===== config.mk =====
export PLATFORM = sky130hd
export DESIGN_NAME = id_ex_pipe_flat
export DESIGN_NICKNAME = d
export VERILOG_FILES = /design/src/rtl/id_ex_pipe_pkg.sv /design/src/rtl/id_ex_pipe_if.sv /design/src/rtl/id_ex_pipe_hazard_detect.sv /design/src/rtl/id_ex_pipe.sv /design/src/flat_wrapper.sv
export SDC_FILE = /design/constraint.sdc
export NUM_CORES = 1
export LEC_CHECK = 0
export BUFFER_PORTS_ARGS = -buffer_cell sky130_fd_sc_hd__buf_2
export CAP_MARGIN = 20
export CELL_PAD_IN_SITES_DETAIL_PLACEMENT = 2
export CELL_PAD_IN_SITES_GLOBAL_PLACEMENT = 2
export CORE_UTILIZATION = 24
export CTS_BUF_LIST = sky130_fd_sc_hd__clkbuf_8
export CTS_CLUSTER_DIAMETER = 120
export DETAILED_ROUTE_END_ITERATION = 10
export PLACE_DENSITY = 0.75
export SKIP_LAST_GASP = 1
export SLEW_MARGIN = 15
export SYNTH_ARGS = -nofsm -noshare
export SYNTH_HDL_FRONTEND = slang
export SYNTH_SLANG_ARGS = --single-unit
export TNS_END_PERCENT = 5

===== constraint.sdc =====
create_clock -name clk -period 2.3 [get_ports clk]
set_input_delay 0.23 -clock clk [delete_from_list [all_inputs] [get_ports clk]]
set_output_delay 0.23 -clock clk [all_outputs]
set_load 0.02 [all_outputs]

===== src/rtl/id_ex_pipe_pkg.sv =====
// Shared definitions for the ID/EX pipeline register: control-bundle layout,
// write-back source encodings, architectural constants and instruction helpers.
package id_ex_pipe_pkg;

  localparam int unsigned CTRL_W = 13;
  localparam logic [CTRL_W-1:0] CTRL_NOP = '0;

  // Bundle bit offsets, MSB..LSB; bit 12 is a spare slot carried through untouched.
  localparam int unsigned CTRL_REGDST     = 11;
  localparam int unsigned CTRL_ALUSRCB    = 10;
  localparam int unsigned CTRL_DTR_LSB    = 8;
  localparam int unsigned CTRL_JAL        = 7;
  localparam int unsigned CTRL_BRANCH_LSB = 5;
  localparam int unsigned CTRL_REGWRITE   = 4;
  localparam int unsigned CTRL_MEMW       = 3;
  localparam int unsigned CTRL_ALU_LSB    = 0;

  typedef enum logic [1:0] {
    DTR_ALU  = 2'b00,
    DTR_MEM  = 2'b01,
    DTR_LUI  = 2'b10,
    DTR_LINK = 2'b11
  } dtr_e;

  localparam logic [4:0] REG_RA = 5'd31;

  localparam logic [5:0] OP_BEQ  = 6'b000100;
  localparam logic [5:0] OP_BNE  = 6'b000101;
  localparam logic [5:0] OP_ANDI = 6'b001100;
  localparam logic [5:0] OP_ORI  = 6'b001101;
  localparam logic [5:0] OP_XORI = 6'b001110;
  localparam logic [5:0] OP_LUI  = 6'b001111;

  typedef struct packed {
    logic [5:0]  op;
    logic [4:0]  rs;
    logic [4:0]  rt;
    logic [4:0]  rd;
    logic [10:0] lo;
  } id_fields_t;

  function automatic id_fields_t split_inst(input logic [31:0] inst);
    id_fields_t f;
    f.op = inst[31:26];
    f.rs = inst[25:21];
    f.rt = inst[20:16];
    f.rd = inst[15:11];
    f.lo = inst[10:0];
    return f;
  endfunction

  // Logical ops zero-extend, lui shifts into the upper half, all else sign-extends.
  function automatic logic [31:0] ext_imm(input id_fields_t f);
    logic [15:0] imm;
    imm = {f.rd, f.lo};
    case (f.op)
      OP_ANDI, OP_ORI, OP_XORI: return {16'h0000, imm};
      OP_LUI:                   return {imm, 16'h0000};
      default:                  return {{16{imm[15]}}, imm};
    endcase
  endfunction

endpackage


===== src/rtl/id_ex_pipe_if.sv =====
// Bus between the ID stage, the ID/EX register and the EX stage.
interface id_ex_pipe_if;
  import id_ex_pipe_pkg::*;

  logic [CTRL_W-1:0] id_ctrl;
  logic [31:0]       id_inst;
  logic [31:0]       id_pc;
  logic [31:0]       id_rs_data;
  logic [31:0]       id_rt_data;
  logic              MIO_ready;
  logic              flush;

  logic [CTRL_W-1:0] ex_ctrl;
  logic [31:0]       ex_inst;
  logic [31:0]       ex_pc;
  logic [31:0]       ex_rs_data;
  logic [31:0]       ex_rt_data;
  logic [31:0]       ex_imm;
  logic [4:0]        ex_wreg;
  logic              stall;
  logic [15:0]       bubble_cnt;

  modport slave (
    input  id_ctrl, id_inst, id_pc, id_rs_data, id_rt_data, MIO_ready, flush,
    output ex_ctrl, ex_inst, ex_pc, ex_rs_data, ex_rt_data, ex_imm, ex_wreg,
           stall, bubble_cnt
  );

  modport master (
    output id_ctrl, id_inst, id_pc, id_rs_data, id_rt_data, MIO_ready, flush,
    input  ex_ctrl, ex_inst, ex_pc, ex_rs_data, ex_rt_data, ex_imm, ex_wreg,
           stall, bubble_cnt
  );
endinterface


===== src/rtl/id_ex_pipe_hazard_detect.sv =====
// Load-use hazard detector: a load in EX whose destination feeds the ID instruction.
module hazard_detect
  import id_ex_pipe_pkg::*;
(
  input  logic       rst_i,
  input  logic       flush_i,
  input  logic [1:0] ex_dtr_i,
  input  logic       ex_regwrite_i,
  input  logic [4:0] ex_wreg_i,
  input  logic       id_regdst_i,
  input  logic       id_memw_i,
  input  logic [5:0] id_op_i,
  input  logic [4:0] id_rs_i,
  input  logic [4:0] id_rt_i,
  output logic       stall_o
);

  logic ex_is_load;
  logic rt_used;
  logic match_rs;
  logic match_rt;

  assign ex_is_load = (ex_dtr_i == DTR_MEM) && ex_regwrite_i && (ex_wreg_i != '0);
  assign rt_used    = id_regdst_i || id_memw_i || (id_op_i == OP_BEQ) || (id_op_i == OP_BNE);
  assign match_rs   = (ex_wreg_i == id_rs_i);
  assign match_rt   = rt_used && (ex_wreg_i == id_rt_i);

  // A squashed or reset ID instruction never needs to wait for the load.
  assign stall_o = !rst_i && !flush_i && ex_is_load && (match_rs || match_rt);

endmodule


===== src/rtl/id_ex_pipe.sv =====
// ID/EX pipeline register with freeze, flush, load-use bubble insertion and a
// saturating count of inserted load-use bubbles.
module id_ex_pipe
  import id_ex_pipe_pkg::*;
(
  input logic         clk,
  input logic         rst,
  id_ex_pipe_if.slave bus
);

  logic [CTRL_W-1:0] ex_ctrl_q, ex_ctrl_d;
  logic [31:0]       ex_inst_q, ex_inst_d;
  logic [31:0]       ex_pc_q, ex_pc_d;
  logic [31:0]       ex_rs_q, ex_rs_d;
  logic [31:0]       ex_rt_q, ex_rt_d;
  logic [31:0]       ex_imm_q, ex_imm_d;
  logic [4:0]        ex_wreg_q, ex_wreg_d;
  logic [15:0]       bubble_cnt_q, bubble_cnt_d;

  id_fields_t id_f;
  logic       load_use;
  logic [4:0] id_wreg;

  assign id_f = split_inst(bus.id_inst);

  hazard_detect u_hazard (
    .rst_i         (rst),
    .flush_i       (bus.flush),
    .ex_dtr_i      (ex_ctrl_q[CTRL_DTR_LSB +: 2]),
    .ex_regwrite_i (ex_ctrl_q[CTRL_REGWRITE]),
    .ex_wreg_i     (ex_wreg_q),
    .id_regdst_i   (bus.id_ctrl[CTRL_REGDST]),
    .id_memw_i     (bus.id_ctrl[CTRL_MEMW]),
    .id_op_i       (id_f.op),
    .id_rs_i       (id_f.rs),
    .id_rt_i       (id_f.rt),
    .stall_o       (load_use)
  );

  always_comb begin
    id_wreg = id_f.rt;
    if (bus.id_ctrl[CTRL_JAL]) begin
      id_wreg = REG_RA;
    end else if (bus.id_ctrl[CTRL_REGDST]) begin
      id_wreg = id_f.rd;
    end
  end

  always_comb begin
    ex_ctrl_d    = ex_ctrl_q;
    ex_inst_d    = ex_inst_q;
    ex_pc_d      = ex_pc_q;
    ex_rs_d      = ex_rs_q;
    ex_rt_d      = ex_rt_q;
    ex_imm_d     = ex_imm_q;
    ex_wreg_d    = ex_wreg_q;
    bubble_cnt_d = bubble_cnt_q;

    if (bus.MIO_ready) begin
      if (bus.flush || load_use) begin
        // load_use is already masked by flush, so only hazard bubbles are counted.
        ex_ctrl_d = CTRL_NOP;
        ex_inst_d = '0;
        ex_pc_d   = '0;
        ex_rs_d   = '0;
        ex_rt_d   = '0;
        ex_imm_d  = '0;
        ex_wreg_d = '0;
        if (load_use && (bubble_cnt_q != '1)) begin
          bubble_cnt_d = bubble_cnt_q + 16'd1;
        end
      end else begin
        ex_ctrl_d = bus.id_ctrl;
        ex_inst_d = bus.id_inst;
        ex_pc_d   = bus.id_pc;
        ex_rs_d   = bus.id_rs_data;
        ex_rt_d   = bus.id_rt_data;
        ex_imm_d  = ext_imm(id_f);
        ex_wreg_d = id_wreg;
      end
    end
  end

  always_ff @(posedge clk) begin
    if (rst) begin
      ex_ctrl_q    <= CTRL_NOP;
      ex_inst_q    <= '0;
      ex_pc_q      <= '0;
      ex_rs_q      <= '0;
      ex_rt_q      <= '0;
      ex_imm_q     <= '0;
      ex_wreg_q    <= '0;
      bubble_cnt_q <= '0;
    end else begin
      ex_ctrl_q    <= ex_ctrl_d;
      ex_inst_q    <= ex_inst_d;
      ex_pc_q      <= ex_pc_d;
      ex_rs_q      <= ex_rs_d;
      ex_rt_q      <= ex_rt_d;
      ex_imm_q     <= ex_imm_d;
      ex_wreg_q    <= ex_wreg_d;
      bubble_cnt_q <= bubble_cnt_d;
    end
  end

  assign bus.ex_ctrl    = ex_ctrl_q;
  assign bus.ex_inst    = ex_inst_q;
  assign bus.ex_pc      = ex_pc_q;
  assign bus.ex_rs_data = ex_rs_q;
  assign bus.ex_rt_data = ex_rt_q;
  assign bus.ex_imm     = ex_imm_q;
  assign bus.ex_wreg    = ex_wreg_q;
  assign bus.stall      = load_use;
  assign bus.bubble_cnt = bubble_cnt_q;

endmodule


===== src/flat_wrapper.sv =====
// flat-port wrapper written by rule: the top's interface ports become plain ports
module id_ex_pipe_flat import id_ex_pipe_pkg::*;
  (clk, rst, bus_id_ctrl, bus_id_inst, bus_id_pc, bus_id_rs_data, bus_id_rt_data, bus_MIO_ready, bus_flush, bus_ex_ctrl, bus_ex_inst, bus_ex_pc, bus_ex_rs_data, bus_ex_rt_data, bus_ex_imm, bus_ex_wreg, bus_stall, bus_bubble_cnt);
  id_ex_pipe_if bus_i ();
  input logic clk;
  input logic rst;
  input wire logic [$bits(bus_i.id_ctrl)-1:0] bus_id_ctrl;
  input wire logic [$bits(bus_i.id_inst)-1:0] bus_id_inst;
  input wire logic [$bits(bus_i.id_pc)-1:0] bus_id_pc;
  input wire logic [$bits(bus_i.id_rs_data)-1:0] bus_id_rs_data;
  input wire logic [$bits(bus_i.id_rt_data)-1:0] bus_id_rt_data;
  input wire logic [$bits(bus_i.MIO_ready)-1:0] bus_MIO_ready;
  input wire logic [$bits(bus_i.flush)-1:0] bus_flush;
  output wire logic [$bits(bus_i.ex_ctrl)-1:0] bus_ex_ctrl;
  output wire logic [$bits(bus_i.ex_inst)-1:0] bus_ex_inst;
  output wire logic [$bits(bus_i.ex_pc)-1:0] bus_ex_pc;
  output wire logic [$bits(bus_i.ex_rs_data)-1:0] bus_ex_rs_data;
  output wire logic [$bits(bus_i.ex_rt_data)-1:0] bus_ex_rt_data;
  output wire logic [$bits(bus_i.ex_imm)-1:0] bus_ex_imm;
  output wire logic [$bits(bus_i.ex_wreg)-1:0] bus_ex_wreg;
  output wire logic [$bits(bus_i.stall)-1:0] bus_stall;
  output wire logic [$bits(bus_i.bubble_cnt)-1:0] bus_bubble_cnt;
  assign bus_i.id_ctrl = bus_id_ctrl;
  assign bus_i.id_inst = bus_id_inst;
  assign bus_i.id_pc = bus_id_pc;
  assign bus_i.id_rs_data = bus_id_rs_data;
  assign bus_i.id_rt_data = bus_id_rt_data;
  assign bus_i.MIO_ready = bus_MIO_ready;
  assign bus_i.flush = bus_flush;
  assign bus_ex_ctrl = bus_i.ex_ctrl;
  assign bus_ex_inst = bus_i.ex_inst;
  assign bus_ex_pc = bus_i.ex_pc;
  assign bus_ex_rs_data = bus_i.ex_rs_data;
  assign bus_ex_rt_data = bus_i.ex_rt_data;
  assign bus_ex_imm = bus_i.ex_imm;
  assign bus_ex_wreg = bus_i.ex_wreg;
  assign bus_stall = bus_i.stall;
  assign bus_bubble_cnt = bus_i.bubble_cnt;
  id_ex_pipe u_core (.clk(clk), .rst(rst), .bus(bus_i));
endmodule

# --- Yosys cells after proc, flatten, opt, wreduce, memory -nomap -nowiden ---
# Cells that the tools add are included.
op_classes:
  add_sub_neg: 1
  multipliers: 0
  n_div: 0
  magnitude_cmp: 0
  eq_ne: 10
  shifts: 0
  n_mux: 10
  n_bitwise: 0
  reduce_logical: 17
op_table:
  columns: ["operator", "n"]
  rows:
  - ["2-to-1 mux 32 bit", 5]
  - ["case mux 32 bit (2 select lines)", 1]
  - ["equality test 6 x 4 -> 1 bit, second input constant", 4]
  - ["adder 16 x 1 -> 16 bit, second input constant", 1]
  - ["!= test 16 bit, second input constant", 1]
  - ["2-to-1 mux 5 bit", 3]
  - ["2-to-1 mux 13 bit", 1]
  - ["equality test 6 x 3 -> 1 bit, second input constant", 2]
  - ["equality test 5 bit", 2]
  - ["logical AND 1 bit", 7]
  - ["logical OR 1 bit", 5]
  - ["nonzero test 5 bit", 1]
  - ["AND reduction 3 bit", 1]
  - ["OR reduction 3 bit", 1]
  - ["equality test 2 x 1 -> 1 bit, second input constant", 1]
  - ["zero test 1 bit", 2]
word_totals:
  regBits: 194
  latch_bits: 0
  ram_bits: 0
  rom_bits: 0
  inputBits: 145
  mem_count: 0

# --- Longest topological paths before layout ---
# Gate-level depths: netlist (run 1).
depth:
  word_depth: 8
  ltp_mapped: 9
  ltp_nobuf: 6

# --- Modules after synthesis ---
# A second synthesis (run 1) with hierarchy kept.
unflattened:
  hier_cells: 918
  area_unflattened_um2: 7722.4
modules_own_cells:
  columns: ["module", "instances", "cells_each", "area_each_um2", "seq_area_each_um2"]
  rows:
  - ["id_ex_pipe", 1, 896, 7556.0, 3883.7]
  - ["hazard_detect", 1, 22, 166.4, 0.0]

# --- Worst setup path after synthesis (run 1) ---
# Ideal clock, no wire load.
synth_path:
  path_kind: "register -> register"
  start: "register u_core.bubble_cnt_q[0] (netlist: u_core.bus.bubble_cnt[0])"
  end: "register u_core.bubble_cnt_q[1] (netlist: u_core.bus.bubble_cnt[1])"
  arrival_time_ps: 2141
  setup_slack_ps: 37
  stages_incl_launch_ff: 9
  path_buffers: 2
  period_less_slack_ps: 2263
  cell_sequence: "dfxtp_1 -> ha_1 -> and3_1 -> nand4_1 -> o21ai_0 -> clkbuf_1 -> buf_2 -> nor2_1 -> mux2i_1"
synth_between:
  elab_chain_len: 3
synth_lines:
  columns: ["element", "line_no", "rtl"]
  rows:
  - ["from (decl)", "id_ex_pipe.sv:18", "logic [15:0] bubble_cnt_q, bubble_cnt_d;"]
  - ["from (signal assigned)", "id_ex_pipe.sv:102", "bubble_cnt_q <= bubble_cnt_d;"]
  - ["branches (longest 3 deep; another with adder 16 x 1 -> 16 bit)", null, null]
# Several ways; the timed one is not identified.
# A chain may end at the register's enable or synchronous reset.

# --- Final worst setup path (run 1) ---
layout_path:
  start: "register u_core.ex_wreg_q[2] (netlist: u_core.bus.ex_wreg[2])"
  end: "register u_core.ex_rs_q[28] (netlist: u_core.bus.ex_rs_data[28])"
layout_between:
  elab_chain_len: 6
layout_lines:
  columns: ["element", "line_no", "rtl"]
  rows:
  - ["from (decl)", "id_ex_pipe.sv:17", "logic [4:0] ex_wreg_q, ex_wreg_d;"]
  - ["from (signal assigned)", "id_ex_pipe.sv:101", "ex_wreg_q <= ex_wreg_d;"]
  - ["equality test 5 bit / nonzero test 5 bit (equally long branches)", "id_ex_pipe_hazard_detect.sv:26, id_ex_pipe_hazard_detect.sv:23", null]
  - ["logical AND 1 bit, on equally long branches", "id_ex_pipe_hazard_detect.sv:26, id_ex_pipe_hazard_detect.sv:23", null]
  - ["logical OR 1 bit / logical AND 1 bit (equally long branches)", "id_ex_pipe_hazard_detect.sv:29", "assign stall_o = !rst_i && !flush_i && ex_is_load && (match_rs || match_rt);"]
  - ["logical AND 1 bit *", "id_ex_pipe_hazard_detect.sv:29", null]
  - ["logical OR 1 bit *", "id_ex_pipe.sv:60", "if (bus.flush || load_use) begin"]
  - ["2-to-1 mux 32 bit *", "id_ex_pipe.sv:60", null]
  - ["to (signal assigned)", "id_ex_pipe.sv:98", "ex_rs_q <= ex_rs_d;"]
  - ["to (decl)", "id_ex_pipe.sv:14", "logic [31:0] ex_rs_q, ex_rs_d;"]
# Mark *: on every way between the ends. The rest lies on a longest branch, timed or not.

==> results of run 1 <==
[synthesized netlist by cell type, types with 2 or more instances]
cell type,count,share of area (%)
sky130_fd_sc_hd__o31ai_1,5,0.52
sky130_fd_sc_hd__xnor2_1,3,0.37
sky130_fd_sc_hd__a22oi_1,140,15
sky130_fd_sc_hd__xor2_1,7,0.86
sky130_fd_sc_hd__dfxtp_1,194,54
sky130_fd_sc_hd__o41ai_1,3,0.37
sky130_fd_sc_hd__clkbuf_1,42,2.2
sky130_fd_sc_hd__nor2_1,167,8.8
sky130_fd_sc_hd__o311ai_0,3,0.37
sky130_fd_sc_hd__nand3_1,8,0.56
sky130_fd_sc_hd__nor2b_1,5,0.44
sky130_fd_sc_hd__nand2_1,34,1.8
sky130_fd_sc_hd__a32oi_1,16,2.0
sky130_fd_sc_hd__or2_2,4,0.35
sky130_fd_sc_hd__inv_1,4,0.21
sky130_fd_sc_hd__or3_1,2,0.17
sky130_fd_sc_hd__mux2_2,10,1.6
sky130_fd_sc_hd__or4_1,6,0.63
sky130_fd_sc_hd__nor4_4,2,0.59
sky130_fd_sc_hd__o211ai_1,15,1.6
sky130_fd_sc_hd__buf_1,4,0.21
sky130_fd_sc_hd__nor3_1,4,0.28
sky130_fd_sc_hd__buf_2,20,1.4
sky130_fd_sc_hd__nor4_1,6,0.52
sky130_fd_sc_hd__nand4_1,6,0.52
sky130_fd_sc_hd__a21oi_1,27,1.9
sky130_fd_sc_hd__buf_4,3,0.31
sky130_fd_sc_hd__o21ai_0,7,0.49
[path summary, 6_finish.rpt]
path / cells past startpoint / to / start
max: 10 / u_core.bus.ex_rs_data[28] / u_core.bus.ex_wreg[2]
min: 3 / u_core.bus.ex_rs_data[11] / bus_id_rs_data[11]
max reg2reg: 10 / u_core.bus.ex_rs_data[28] / u_core.bus.ex_wreg[2]
min reg2reg: 2 / u_core.bus.ex_imm[30] / u_core.bus.ex_imm[30]
[cell usage in the layout (no fill, tap or decap), types with 8 or more instances in the layout]
cell type	Yosys	final
sky130_fd_sc_hd__nand3_1	8	8
sky130_fd_sc_hd__clkbuf_8	0	18
sky130_fd_sc_hd__clkbuf_16	0	9
sky130_fd_sc_hd__dfxtp_1	194	192
sky130_fd_sc_hd__nor2_1	167	166
sky130_fd_sc_hd__a21oi_1	27	27
sky130_fd_sc_hd__buf_12	0	11
sky130_fd_sc_hd__a32oi_1	16	16
sky130_fd_sc_hd__buf_4	3	23
sky130_fd_sc_hd__nand2_1	34	34
sky130_fd_sc_hd__o211ai_1	15	15
sky130_fd_sc_hd__a22oi_1	140	134
sky130_fd_sc_hd__buf_2	20	338
sky130_fd_sc_hd__dlygate4sd3_1	0	109
sky130_fd_sc_hd__mux2_2	10	10
[layout make-up]
class / count / area [um2]
Inverter: 5 / 23.8
Clock buffer: 18 / 248
Antenna cell: 6 / 15.0
Fill cell: 3189 / 17700
Sequential cell: 194 / 3890
Multi-Input combinational cell: 494 / 3020
Clock inverter: 11 / 165
Timing Repair Buffer: 496 / 3520
Tap cell: 384 / 480
[timing repair]
item	4_1_cts	5_1_grt
hold endpoints to repair	109	0
endpoints found under the setup margin	139	183
setup buffers	4	6
pin swaps	0	11
cloned	1	9
hold buffers	109	0
gates resized for setup	12	18
[flip-flops by register name, summed over array words and instances (netlist names)]
signal and flops:
u_core.bus.ex_ctrl 13, u_core.bus.ex_rt_data 32, u_core.bus.ex_pc 32, u_core.bus.bubble_cnt 16, u_core.bus.ex_rs_data 32, u_core.bus.ex_inst 32, u_core.bus.ex_imm 32, u_core.bus.ex_wreg 5
[critical path, stage by stage, from the launching register on]
cell and delay [ns]:
sky130_fd_sc_hd__dfxtp_4 0.37, sky130_fd_sc_hd__or4_4 0.52, sky130_fd_sc_hd__o211ai_4 0.27, sky130_fd_sc_hd__nor4_4 0.08
sky130_fd_sc_hd__nor4_4 0.30, sky130_fd_sc_hd__buf_6 0.19, sky130_fd_sc_hd__buf_12 0.16, sky130_fd_sc_hd__buf_12 0.14
sky130_fd_sc_hd__buf_4 0.11, sky130_fd_sc_hd__a22oi_1 0.07, sky130_fd_sc_hd__nor2_1 0.14
[where the power goes]
group	switching [uW]	total, uW	internal, uW
sequential	75.3	3550	3480
clock	1350	2540	1190
combinational	672	1200	531
total	2100	7290	5200
[per-stage QoR]
step	setup WS, ns	instance area, um2	total power, uW	TNS, ns	hold WS (ns)
after floorplan	0.0375	7160	4110	0	0.374
after CTS	-0.0818	11000	7250	-2.69	0.000396
after detailed placement	-0.0416	9360	4560	-0.390	0.460
after global routing	-0.198	11400	7550	-23.47	0.0104
after global placement	0.0167	9360	4530	0	0.452
final	-0.129	11400	7290	-6.52	0.0313
[logic make-up after synthesis]
logic type / Yosys count / share of synthesized area (%)
AOI/OAI and AO/OA: 222 / 22.7
xor gates and xnor gates: 10 / 1.22
adders and majority gates: 1 / 0.175
buffers and inverters: 75 / 4.54
DFF: 194 / 54.3
muxes: 11 / 1.71
and+or+nand+nor: 250 / 15.4
[layer usage]
layer | track usage (%) | wire (um) | up-vias
li1 | - | - | 3648
met1 | 23.3 | 13800 | 3962
met2 | 38.7 | 17900 | 279
met3 | 5.18 | 1720 | 88
met4 | 10.8 | 1540 | 2
met5 | 0 | 13 | -
==> impl_summary.log, run 1 <==
[metrics] area delta synth->final: 58.7%
[metrics] worst hold-check path type: input port to flip-flop
[metrics] number of register bits inferred by synthesis: ~190
[metrics] source-to-sink clock delay at the later pin of the worst-skew pair: ~0.49 ns
[metrics] worst slew pin tran: between 1 and 1.5 ns
[metrics] remaining max-slew budget at the tightest pin: 26.9%
[metrics] chip height: roughly 170 um
[metrics] highest clock rate: about 410 MHz
[metrics] number of endpoints failing setup at the final stage: ~160
[metrics] violated checks: setup timing
[metrics] largest fanout on the critical path: 7
[metrics] # port buffers: approximately 340
[metrics] per-cell routed wire length: approximately 22 um
[metrics] global placer's final weighted congestion: ~0.75
[metrics] worst-case clock buffer depth: 2
[metrics] post-route core utilization: between 30% and 40%
[metrics] critical path type: flip-flop to flip-flop
[metrics] async set-or-reset flop fraction in the synthesized netlist: 0%
[metrics] Static Leak: between 0.005 and 0.006 uW
[metrics] remaining global-route overflow: 0
[metrics] CTS Sinks: 194
[metrics] count of nets left with antenna violations after detail routing: 0
[metrics] Final Non-Filler Cells: 1,608
[metrics] Initial DRC Count: ~340
[metrics] row cnt: between 60 and 70
[metrics] element type at the critical path start: flip-flop
[metrics] Root Buffer Master: sky130_fd_sc_hd__clkbuf_8
[metrics] number of flops mapped to enable cells by yosys: 0
[metrics] RSZ-0062 raised after global routing: true
[metrics] via count of the first global-routing pass: a little under 9,000
[metrics] antenna violations before repair: 7
[metrics] Max Slew Vio Count: 0
[metrics] pin count of the biggest net entering global routing: around 100
[metrics] post-synthesis net count: roughly 910
[metrics] synthesized instance count: approximately 760
[metrics] fin crit period: between 2 and 2.5 ns
[metrics] Vias: between 7,000 and 8,000
[metrics] data required time at the worst endpoint: between 2 and 3 ns
[metrics] critical path data arrival time: between 2 and 3 ns
[metrics] ratio of cells with drive above 1 in the final layout: approximately 37%
[metrics] clock tree from TritonCTS: built
[metrics] Netlist Area Pre-Place: approximately 0.007 mm2
[metrics] final period utilization: 106%
[metrics] internal reg-to-reg setup slack: -0.13 ns
[metrics] sequential element share of the synthesized area: a little over half
[metrics] Worst setup EP type: flip-flop
[metrics] Hold Vio Cnt, Final: 0
[metrics] number of buffers added by the clock tree synthesis step: 17
[metrics] half-perimeter wire length of the detailed placement result: 20,500 um
[metrics] peak supply drop: ~290 uV
[metrics] number of nets in the layout: about 1,400
[metrics] worst clock skew: between 0.02 and 0.03 ns
[metrics] Max-cap violations: 0
[metrics] mean instance size in the synthesized netlist: 9.38 um2
[metrics] power per cell area: between 600 and 700 mW/mm2
[metrics] die area: ~0.031 mm2
[metrics] CTS H-tree lvls: 4
[metrics] top-level port count: 340
[metrics] predominant post-synthesis flop cell: sky130_fd_sc_hd__dfxtp_1
[metrics] result of the run: finished with violations
[metrics] count of placed standard cells including taps: approximately 1,400
[metrics] setup slack after layout: -0.129 ns
[metrics] number of vias per cell: about 5
[metrics] total iterations of the first detailed-routing run: 4
[metrics] Remaining DRCs: 0
[metrics] Total Routing Usage GR: between 20% and 30%
[metrics] starting density of the core: ~25%
[metrics] Cell variety after synth: 44
[metrics] wire length of the first global-routing pass: 50,500 um
[metrics] clk slew on worst S/H paths: around 0.11 ns
[metrics] warnings from Yosys: 0
[metrics] floorplan core area: ~0.029 mm2
[metrics] Total Routed Length: 35,000 um
[metrics] width of the chip: between 150 and 200 um
Note: power is estimated with default switching activity, not from simulation.
==> inputs of run 2 (changes only) <==
--- a/config.mk
+++ b/config.mk
@@ -13,7 +13,7 @@
 export CTS_BUF_LIST = sky130_fd_sc_hd__clkbuf_8
 export CTS_CLUSTER_DIAMETER = 120
 export DETAILED_ROUTE_END_ITERATION = 10
-export PLACE_DENSITY = 0.75
+export PLACE_DENSITY = 0.79
 export SKIP_LAST_GASP = 1
 export SLEW_MARGIN = 15
 export SYNTH_ARGS = -nofsm -noshare
==> run 2 against run 1 <==
Effect of this change:
- sequential share of layout area up 2.1 points
- clock power down 15%
- sequential power about the same
- core utilization shrank 2.3 points
- first-iteration DRC count rose by 24%
- the run still ends with setup timing left
- fmax up 0.58%
- routed wire length fell by 7.6%
- via count fell by 4.1%
- clock-buffer cell count fell by 1
==> impl_summary.log, run 2 (synthesized netlist as in run 1, its figures left out) <==
[metrics] power per cell area: 634 mW/mm2 (was 642 mW/mm2)
[metrics] remaining global-route overflow: 0 (unchanged)
[metrics] highest clock rate: 414 MHz (was 412 MHz)
[metrics] highest metal used: met4 (was met5)
[metrics] crit-path cells: or4_4 -> o211ai_4 -> nor4_4 -> nor4_4 -> buf_12 -> buf_12 -> a22oi_1 -> nor2_1 (was or4_4 -> o211ai_4 -> nor4_4 -> nor4_4 -> buf_6 -> buf_12 -> buf_12 -> buf_4 -> a22oi_1 -> nor2_1)
[metrics] number of vias per cell: 4.86 (was 4.96)
[metrics] Max Slew Vio Count: 0 (unchanged)
[metrics] Worst path slowest cell: sky130_fd_sc_hd__or4_4 (unchanged)
[metrics] most common cell after layout, fill and taps aside: sky130_fd_sc_hd__buf_2 (unchanged)
[metrics] worst hold-check path type: input port to flip-flop (unchanged)
[metrics] Static Leak: 0.00481 uW (was 0.00508 uW)
[metrics] result of the run: finished with violations (unchanged)
[metrics] Fin Hold WS: 0.0249 ns (was 0.0313 ns)
[metrics] peak supply drop: 342 uV (was 287 uV)
[metrics] setup slack after layout: -0.115 ns (was -0.129 ns)
[metrics] Remaining DRCs: 0 (unchanged)
[metrics] fin crit period: 2.42 ns (was 2.43 ns)
[metrics] worst clock skew: 0.0231 ns (was 0.0300 ns)
[metrics] storage element area: 0.00388 mm2 (was 0.00389 mm2)
[metrics] wire length on met3: 1530 um (was 1720 um)
[metrics] per-cell routed wire length: 20.5 um (was 21.7 um)
[metrics] pin count of the biggest net entering global routing: 198 (was 101)
[metrics] critical path data arrival time: 2.77 ns (was 2.84 ns)
[metrics] commonest non-fill, non-tap cells in the layout: 338 x sky130_fd_sc_hd__buf_2, 194 x sky130_fd_sc_hd__dfxtp_1, 167 x sky130_fd_sc_hd__nor2_1 (was 338 x sky130_fd_sc_hd__buf_2, 192 x sky130_fd_sc_hd__dfxtp_1, 166 x sky130_fd_sc_hd__nor2_1)
[metrics] largest fanout on the critical path: 32 (was 7)
[metrics] number of buffers added by the clock tree synthesis step: 17 (unchanged)
[metrics] post-route core utilization: 36.9% (was 39.1%)
[metrics] top-level port count: 340 (unchanged)
[metrics] total iterations of the first detailed-routing run: 5 (was 4)
[metrics] antenna violations before repair: 4 (was 7)
[metrics] WL met1: 13,100 um (was 13,800 um)
[metrics] RSZ-0062 raised after global routing: true (unchanged)
[metrics] global placer's final weighted congestion: 0.758 (was 0.750)
[metrics] starting density of the core: 24.7% (unchanged)
[metrics] half-perimeter wire length of the detailed placement result: 20,500 um (about the same)
[metrics] area occupied by multi-input gates: 0.00296 mm2 (was 0.00302 mm2)
[metrics] post-layout instance area: 0.0107 mm2 (was 0.0114 mm2)
[metrics] violated checks: setup timing (unchanged)
[metrics] area delta synth->final: 49.5% (was 58.7%)
[metrics] wire length of the first global-routing pass: 48,900 um (was 50,500 um)
[metrics] clk slew on worst S/H paths: 0.11 ns (about the same)
[metrics] Crit path largest cell delay: 0.55 ns (was 0.52 ns)
[metrics] chip height: 175 um (unchanged)
[metrics] floorplan core area: 0.0290 mm2 (unchanged)
[metrics] Initial DRC Count: 414 (was 335)
[metrics] source-to-sink clock delay at the later pin of the worst-skew pair: 0.46 ns (was 0.49 ns)
[metrics] critical path type: flip-flop to flip-flop (unchanged)
[metrics] Vias: 7,652 (was 7,979)
[metrics] width of the chip: 175 um (unchanged)
[metrics] clock tree from TritonCTS: built (unchanged)
[metrics] die area: 0.0305 mm2 (unchanged)
[metrics] row cnt: 62 (unchanged)
[metrics] data required time at the worst endpoint: 2.66 ns (was 2.71 ns)
[metrics] number of nets in the layout: 1,320 (was 1,354)
[metrics] Root Buffer Master: sky130_fd_sc_hd__clkbuf_8 (unchanged)
[metrics] CTS H-tree lvls: 4 (unchanged)
[metrics] Reg-to-Reg Start: u_core.bus.ex_wreg[1] (was u_core.bus.ex_wreg[2])
[metrics] Max-cap violations: 0 (unchanged)
[metrics] # port buffers: 339 (unchanged)
[metrics] Fill cells: 3,249 (was 3,189)
[metrics] Total Routed Length: 32,300 um (was 35,000 um)
[metrics] CP startpoint: u_core.bus.ex_wreg[1] (was u_core.bus.ex_wreg[2])
[metrics] Min-Delay Startpoint: bus_id_pc[28] (was bus_id_rs_data[11])
[metrics] ratio of cells with drive above 1 in the final layout: 35.7% (was 36.9%)
[metrics] Worst setup EP type: flip-flop (unchanged)
[metrics] met2 WL: 16,400 um (was 17,900 um)
[metrics] count of nets left with antenna violations after detail routing: 0 (unchanged)
[metrics] placement-stage cell area: 0.00936 mm2 (about the same)
[metrics] remaining max-slew budget at the tightest pin: 35.9% (was 26.9%)
[metrics] element type at the critical path start: flip-flop (unchanged)
[metrics] worst-case clock buffer depth: 2 (unchanged)
[metrics] Hold Vio Cnt, Final: 0 (unchanged)
[metrics] total power after layout: 6790 uW (was 7290 uW)
[metrics] Total Routing Usage GR: 20.6% (was 21.5%)
[metrics] worst slew pin tran: 0.961 ns (was 1.10 ns)
[metrics] final period utilization: 105% (was 106%)
[metrics] via count of the first global-routing pass: 8,436 (was 8,724)
[metrics] number of endpoints failing setup at the final stage: 43 (was 159)
[metrics] CTS Sinks: 194 (unchanged)
run 2: metrics by stage:
step | setup WS (ns) | instances | TNS, ns
floorplan | 0.0375 | 763 | 0
global placement | 0.0226 | 1443 | 0
detailed placement | -0.0171 | 1443 | -0.0241
CTS | -0.0261 | 1566 | -0.211
global route | -0.215 | 1572 | -14.66
finish | -0.115 | 1574 | -1.08
run 2: where the power goes:
part	internal, uW	total [uW]	leakage, uW	switching (uW)
combinational	449	1090	0.00304	640
sequential	3480	3550	0.00158	67.5
clock	784	2150	0.000186	1370
run 2: cell type report:
type                       instances  share of cell area (%)
clock inverter                    14                    1.19
tap                              384                    4.49
sequential                       194                    36.3
antenna                            4                  0.0936
multi-input combinational        494                    27.7
clock buffer                      17                    2.19
timing repair buffer             462                    27.8
inverter                           5                   0.222
run 2: worst paths after layout:
kind	end	slack, ns	cells past startpoint
hold reg to reg	u_core.bus.ex_imm[16]	0.47	2
setup reg to reg	u_core.bus.ex_rt_data[8]	-0.12	8
setup / recovery	u_core.bus.ex_rt_data[8]	-0.12	8
hold / removal	u_core.bus.ex_pc[28]	0.02	3
run 2: worst max-delay path: cells and delay by family, from the launching register on:
kind	cells	cell delay, ns
DFF	1	0.33
AOI/OAI and AO/OA	2	0.35
buffers and inverters	2	0.41
and+or+nand+nor	4	1.21
run 2: timing repair:
action,in CTS,in global routing
setup endpoints to repair,5,152
hold buffers,92,1
cloned,0,0
gates resized for setup,3,1
setup buffers,0,3
hold endpoints to repair,92,1
pin swaps,0,2
run 2: per-layer routing:
| layer | up-vias | track usage, % |
|---|---|---|
| met4 | 0 | 9.53 |
| met2 | 228 | 36.0 |
| met1 | 3791 | 23.5 |
| met5 | - | 0 |
| li1 | 3573 | - |
| met3 | 60 | 5.31 |
==> inputs of run 3 (changes only) <==
--- a/config.mk
+++ b/config.mk
@@ -5,6 +5,7 @@
 export SDC_FILE = /design/constraint.sdc
 export NUM_CORES = 1
 export LEC_CHECK = 0
+export ABC_AREA = 1
 export BUFFER_PORTS_ARGS = -buffer_cell sky130_fd_sc_hd__buf_2
 export CAP_MARGIN = 20
 export CELL_PAD_IN_SITES_DETAIL_PLACEMENT = 2
@@ -13,7 +14,7 @@
 export CTS_BUF_LIST = sky130_fd_sc_hd__clkbuf_8
 export CTS_CLUSTER_DIAMETER = 120
 export DETAILED_ROUTE_END_ITERATION = 10
-export PLACE_DENSITY = 0.79
+export PLACE_DENSITY = 0.81
 export SKIP_LAST_GASP = 1
 export SLEW_MARGIN = 15
 export SYNTH_ARGS = -nofsm -noshare
==> run 3 against run 2 <==
Effect of this change:
- the flow now finishes without violations
- total power grew 2.3%
- register-to-register slack improved by 0.25 ns
- die area rose by 11%
- sequential power about the same
- core utilization decreased by 0.89 points
- worst hold slack gained 0.030 ns
- fmax rose by 11%
- critical path depth rose by 3
- non-clock buffer count increased by 32
- critical endpoint is now bus_stall
- largest power group unchanged
==> impl_summary.log, run 3 <==
[metrics] result of the run: completed (was finished with violations)
[metrics] Vias: 9,409 (was 7,652)
[metrics] final period utilization: 95.0% (was 105%)
[metrics] Hold Vio Cnt, Final: 0 (unchanged)
[metrics] post-synthesis cell type with the largest combined area: sky130_fd_sc_hd__dfxtp_1 (unchanged)
[metrics] warnings from Yosys: 0 (unchanged)
[metrics] number of register bits inferred by synthesis: 194 (unchanged)
[metrics] sequential element share of the synthesized area: 48.7% (was 54.3%)
[metrics] Root Buffer Master: sky130_fd_sc_hd__clkbuf_8 (unchanged)
[metrics] antenna violations before repair: 2 (was 4)
[metrics] predominant post-synthesis flop cell: sky130_fd_sc_hd__dfxtp_1 (unchanged)
[metrics] number of buffers added by the clock tree synthesis step: 17 (unchanged)
[metrics] starting density of the core: 24.5% (was 24.7%)
[metrics] Initial DRC Count: 313 (was 414)
[metrics] number of flops mapped to enable cells by yosys: 0 (unchanged)
[metrics] Max Slew Vio Count: 0 (unchanged)
[metrics] Netlist Area Pre-Place: 0.00798 mm2 (was 0.00716 mm2)
[metrics] post-layout instance area: 0.0117 mm2 (was 0.0107 mm2)
[metrics] async set-or-reset flop fraction in the synthesized netlist: 0% (unchanged)
[metrics] number of vias per cell: 4.84 (was 4.86)
[metrics] highest metal used: met4 (unchanged)
[metrics] placement-stage cell area: 0.00998 mm2 (was 0.00936 mm2)
[metrics] critical register-to-register path endpoint: u_core.bus.ex_rs_data[22] (was u_core.bus.ex_rt_data[8])
[metrics] mean instance size in the synthesized netlist: 7.53 um2 (was 9.38 um2)
[metrics] top-level port count: 340 (unchanged)
[metrics] floorplan core area: 0.0326 mm2 (was 0.0290 mm2)
[metrics] internal reg-to-reg setup slack: 0.13 ns (was -0.12 ns)
[metrics] number of endpoints failing setup at the final stage: 0 (was 43)
[metrics] Worst setup EP type: output port (was flip-flop)
[metrics] post-synthesis net count: 1,205 (was 909)
[metrics] half-perimeter wire length of the detailed placement result: 23,000 um (was 20,500 um)
[metrics] setup tns final: 0 ns (was -1.08 ns)
[metrics] worst slew pin tran: 0.984 ns (was 0.961 ns)
[metrics] highest clock rate: 458 MHz (was 414 MHz)
[metrics] RSZ-0062 raised after global routing: false (was true)
[metrics] synthesized instance count: 1,059 (was 763)
[metrics] fin crit period: 2.19 ns (was 2.42 ns)
[metrics] remaining global-route overflow: 0 (unchanged)
[metrics] die area: 0.0340 mm2 (was 0.0305 mm2)
[metrics] Total Routing Usage GR: 23.2% (was 20.6%)
[metrics] clk slew on worst S/H paths: 0.11 ns (about the same)
[metrics] wire length on met3: 1970 um (was 1530 um)
[metrics] element type at the critical path start: input port (was flip-flop)
[metrics] number of cell instances on the worst register-to-register path: 9 (was 8)
[metrics] WL met1: 15,800 um (was 13,100 um)
[metrics] most common cell after layout, fill and taps aside: sky130_fd_sc_hd__buf_2 (unchanged)
[metrics] worst hold-check path type: input port to flip-flop (unchanged)
[metrics] worst clock skew: 0.0182 ns (was 0.0231 ns)
[metrics] met2 WL: 20,400 um (was 16,400 um)
[metrics] Total Routed Length: 40,100 um (was 32,300 um)
[metrics] leading cell types by total area after synthesis: sky130_fd_sc_hd__dfxtp_1 49%, sky130_fd_sc_hd__a21oi_1 12%, sky130_fd_sc_hd__nand2_1 12%, sky130_fd_sc_hd__nand3_1 9.8%, sky130_fd_sc_hd__nand4_1 3.8% (was sky130_fd_sc_hd__dfxtp_1 54%, sky130_fd_sc_hd__a22oi_1 15%, sky130_fd_sc_hd__nor2_1 8.8%, sky130_fd_sc_hd__clkbuf_1 2.2%, sky130_fd_sc_hd__a32oi_1 2.0%)
[metrics] width of the chip: 184 um (was 175 um)
[metrics] commonest non-fill, non-tap cells in the layout: 338 x sky130_fd_sc_hd__buf_2, 247 x sky130_fd_sc_hd__nand2_1, 192 x sky130_fd_sc_hd__a21oi_1 (was 338 x sky130_fd_sc_hd__buf_2, 194 x sky130_fd_sc_hd__dfxtp_1, 167 x sky130_fd_sc_hd__nor2_1)
[metrics] cell with the most instances after synthesis: sky130_fd_sc_hd__nand2_1 (was sky130_fd_sc_hd__dfxtp_1)
[metrics] largest fanout on the critical path: 6 (was 32)
[metrics] Fill cells: 3,783 (was 3,249)
[metrics] power per cell area: 591 mW/mm2 (was 634 mW/mm2)
[metrics] chip height: 184 um (was 175 um)
[metrics] peak supply drop: 305 uV (was 342 uV)
[metrics] wire length of the first global-routing pass: 59,800 um (was 48,900 um)
[metrics] WHS Path Cells: 3 (unchanged)
[metrics] CTS H-tree lvls: 4 (unchanged)
[metrics] CTS Sinks: 194 (unchanged)
[metrics] # port buffers: 339 (unchanged)
[metrics] commonest cells in the synthesized netlist: 247 x sky130_fd_sc_hd__nand2_1, 194 x sky130_fd_sc_hd__dfxtp_1, 192 x sky130_fd_sc_hd__a21oi_1 (was 194 x sky130_fd_sc_hd__dfxtp_1, 167 x sky130_fd_sc_hd__nor2_1, 140 x sky130_fd_sc_hd__a22oi_1)
[metrics] per-cell routed wire length: 20.6 um (was 20.5 um)
[metrics] Static Leak: 0.00513 uW (was 0.00481 uW)
[metrics] Yosys top cell area share: 48.7% (was 54.3%)
[metrics] global placer's final weighted congestion: 0.779 (was 0.758)
[metrics] total iterations of the first detailed-routing run: 4 (was 5)
[metrics] Fin Hold WS: 0.0552 ns (was 0.0249 ns)
[metrics] Cell variety after synth: 29 (was 44)
[metrics] area delta synth->final: 47.1% (was 49.5%)
[metrics] ratio of cells with drive above 1 in the final layout: 27.5% (was 35.7%)
[metrics] Remaining DRCs: 0 (unchanged)
[metrics] pin count of the biggest net entering global routing: 189 (was 198)
[metrics] Reg-to-Reg Start: u_core.bus.ex_wreg[1] (unchanged)
[metrics] data required time at the worst endpoint: 2.07 ns (was 2.66 ns)
[metrics] via count of the first global-routing pass: 10,300 (was 8,436)
[metrics] remaining max-slew budget at the tightest pin: 34.4% (was 35.9%)
[metrics] clock tree from TritonCTS: built (unchanged)
[metrics] row cnt: 66 (was 62)
[metrics] number of nets in the layout: 1,633 (was 1,320)
[metrics] Min-Delay Startpoint: bus_id_inst[19] (was bus_id_pc[28])
[metrics] critical path data arrival time: 1.96 ns (was 2.77 ns)
[metrics] source-to-sink clock delay at the later pin of the worst-skew pair: 0.51 ns (was 0.46 ns)
[metrics] hold endpoint: u_core.bus.ex_inst[19] (was u_core.bus.ex_pc[28])
[metrics] critical path type: input port to output port (was flip-flop to flip-flop)
[metrics] count of nets left with antenna violations after detail routing: 0 (unchanged)
[metrics] Max-cap violations: 0 (unchanged)
[metrics] worst-case clock buffer depth: 2 (unchanged)
## run 3: cell families (layout without fill, tap and decap cells)
| group | after synthesis | after routing | share of synthesized area, % |
|---|---|---|---|
| xor gates and xnor gates | 7 | 7 | 0.768 |
| buffers and inverters | 140 | 581 | 8.36 |
| adders and majority gates | 1 | 1 | 0.157 |
| other | 0 | 3 | 0 |
| AOI/OAI and AO/OA | 220 | 220 | 14.1 |
| and+or+nand+nor | 497 | 497 | 27.9 |
| DFF | 194 | 194 | 48.7 |
## run 3: what timing repair did
item                       CTS  global route
gates cloned                 0             0
pin swaps                    0             0
hold buffers               134             0
setup endpoints to repair    1             1
buffers inserted             1             3
gates resized for setup      7             3
hold endpoints to repair   144             0
## run 3: per-layer routing
metal	global-route usage, %	up-vias
met5	0	-
met4	13.4	0
met3	5.47	94
met2	41.3	288
met1	25.0	4616
li1	-	4411
## run 3: per-stage QoR
stage	cells	power, uW	utilization (%)	setup slack, ns
floorplan	1059	4110	-	0.561
global placement	1772	4510	30.6	0.330
detailed placement	1772	4530	30.6	0.294
CTS	1939	6970	35.9	0.000497
global route	1944	7230	36.0	0.0177
finish	1945	6940	36.0	0.115
## run 3: area by class of cell
type / instances / area (um2) / area share [%]
Inverter: 55 / 211 / 1.80
Tap cell: 442 / 553 / 4.71
Multi-Input combinational cell: 725 / 3450 / 29.4
Clock inverter: 15 / 123 / 1.04
Sequential cell: 194 / 3890 / 33.2
Antenna cell: 3 / 7.51 / 0.0640
Timing Repair Buffer: 494 / 3270 / 27.8
Clock buffer: 17 / 234 / 1.99
## run 3: power breakdown
part           total (uW)  leakage (uW)  switching, uW  internal [uW]
sequential           3550       0.00158           73.1           3480
clock                2260      0.000170           1480            776
combinational        1130       0.00338            680            454
total                6940       0.00513           2230           4710
## run 3: worst max-delay path, stage by stage
cell	delay, ns
sky130_fd_sc_hd__dlygate4sd3_1	0.55
sky130_fd_sc_hd__buf_2	0.17
sky130_fd_sc_hd__nor2_1	0.17
sky130_fd_sc_hd__nand3_1	0.10
sky130_fd_sc_hd__nand2_1	0.06
sky130_fd_sc_hd__nand2_1	0.09
sky130_fd_sc_hd__nor2_1	0.10
sky130_fd_sc_hd__nor2_1	0.06
sky130_fd_sc_hd__nor2_2	0.11
sky130_fd_sc_hd__buf_6	0.14
sky130_fd_sc_hd__buf_2	0.16
## run 3: worst max path at each step
stage / to / slack, ns / start
detailed placement: u_core.bus.ex_pc[26] / 0.29 / u_core.bus.ex_wreg[2]
finish: bus_stall / 0.11 / bus_id_inst[29]
global route: u_core.bus.ex_rs_data[22] / 0.02 / u_core.bus.ex_wreg[1]
global placement: u_core.bus.ex_imm[29] / 0.33 / bus_id_inst[29]
floorplan: u_core.bus.bubble_cnt[6] / 0.56 / u_core.bus.bubble_cnt[0]
CTS: bus_stall / 0.0005 / u_core.bus.ex_wreg[1]
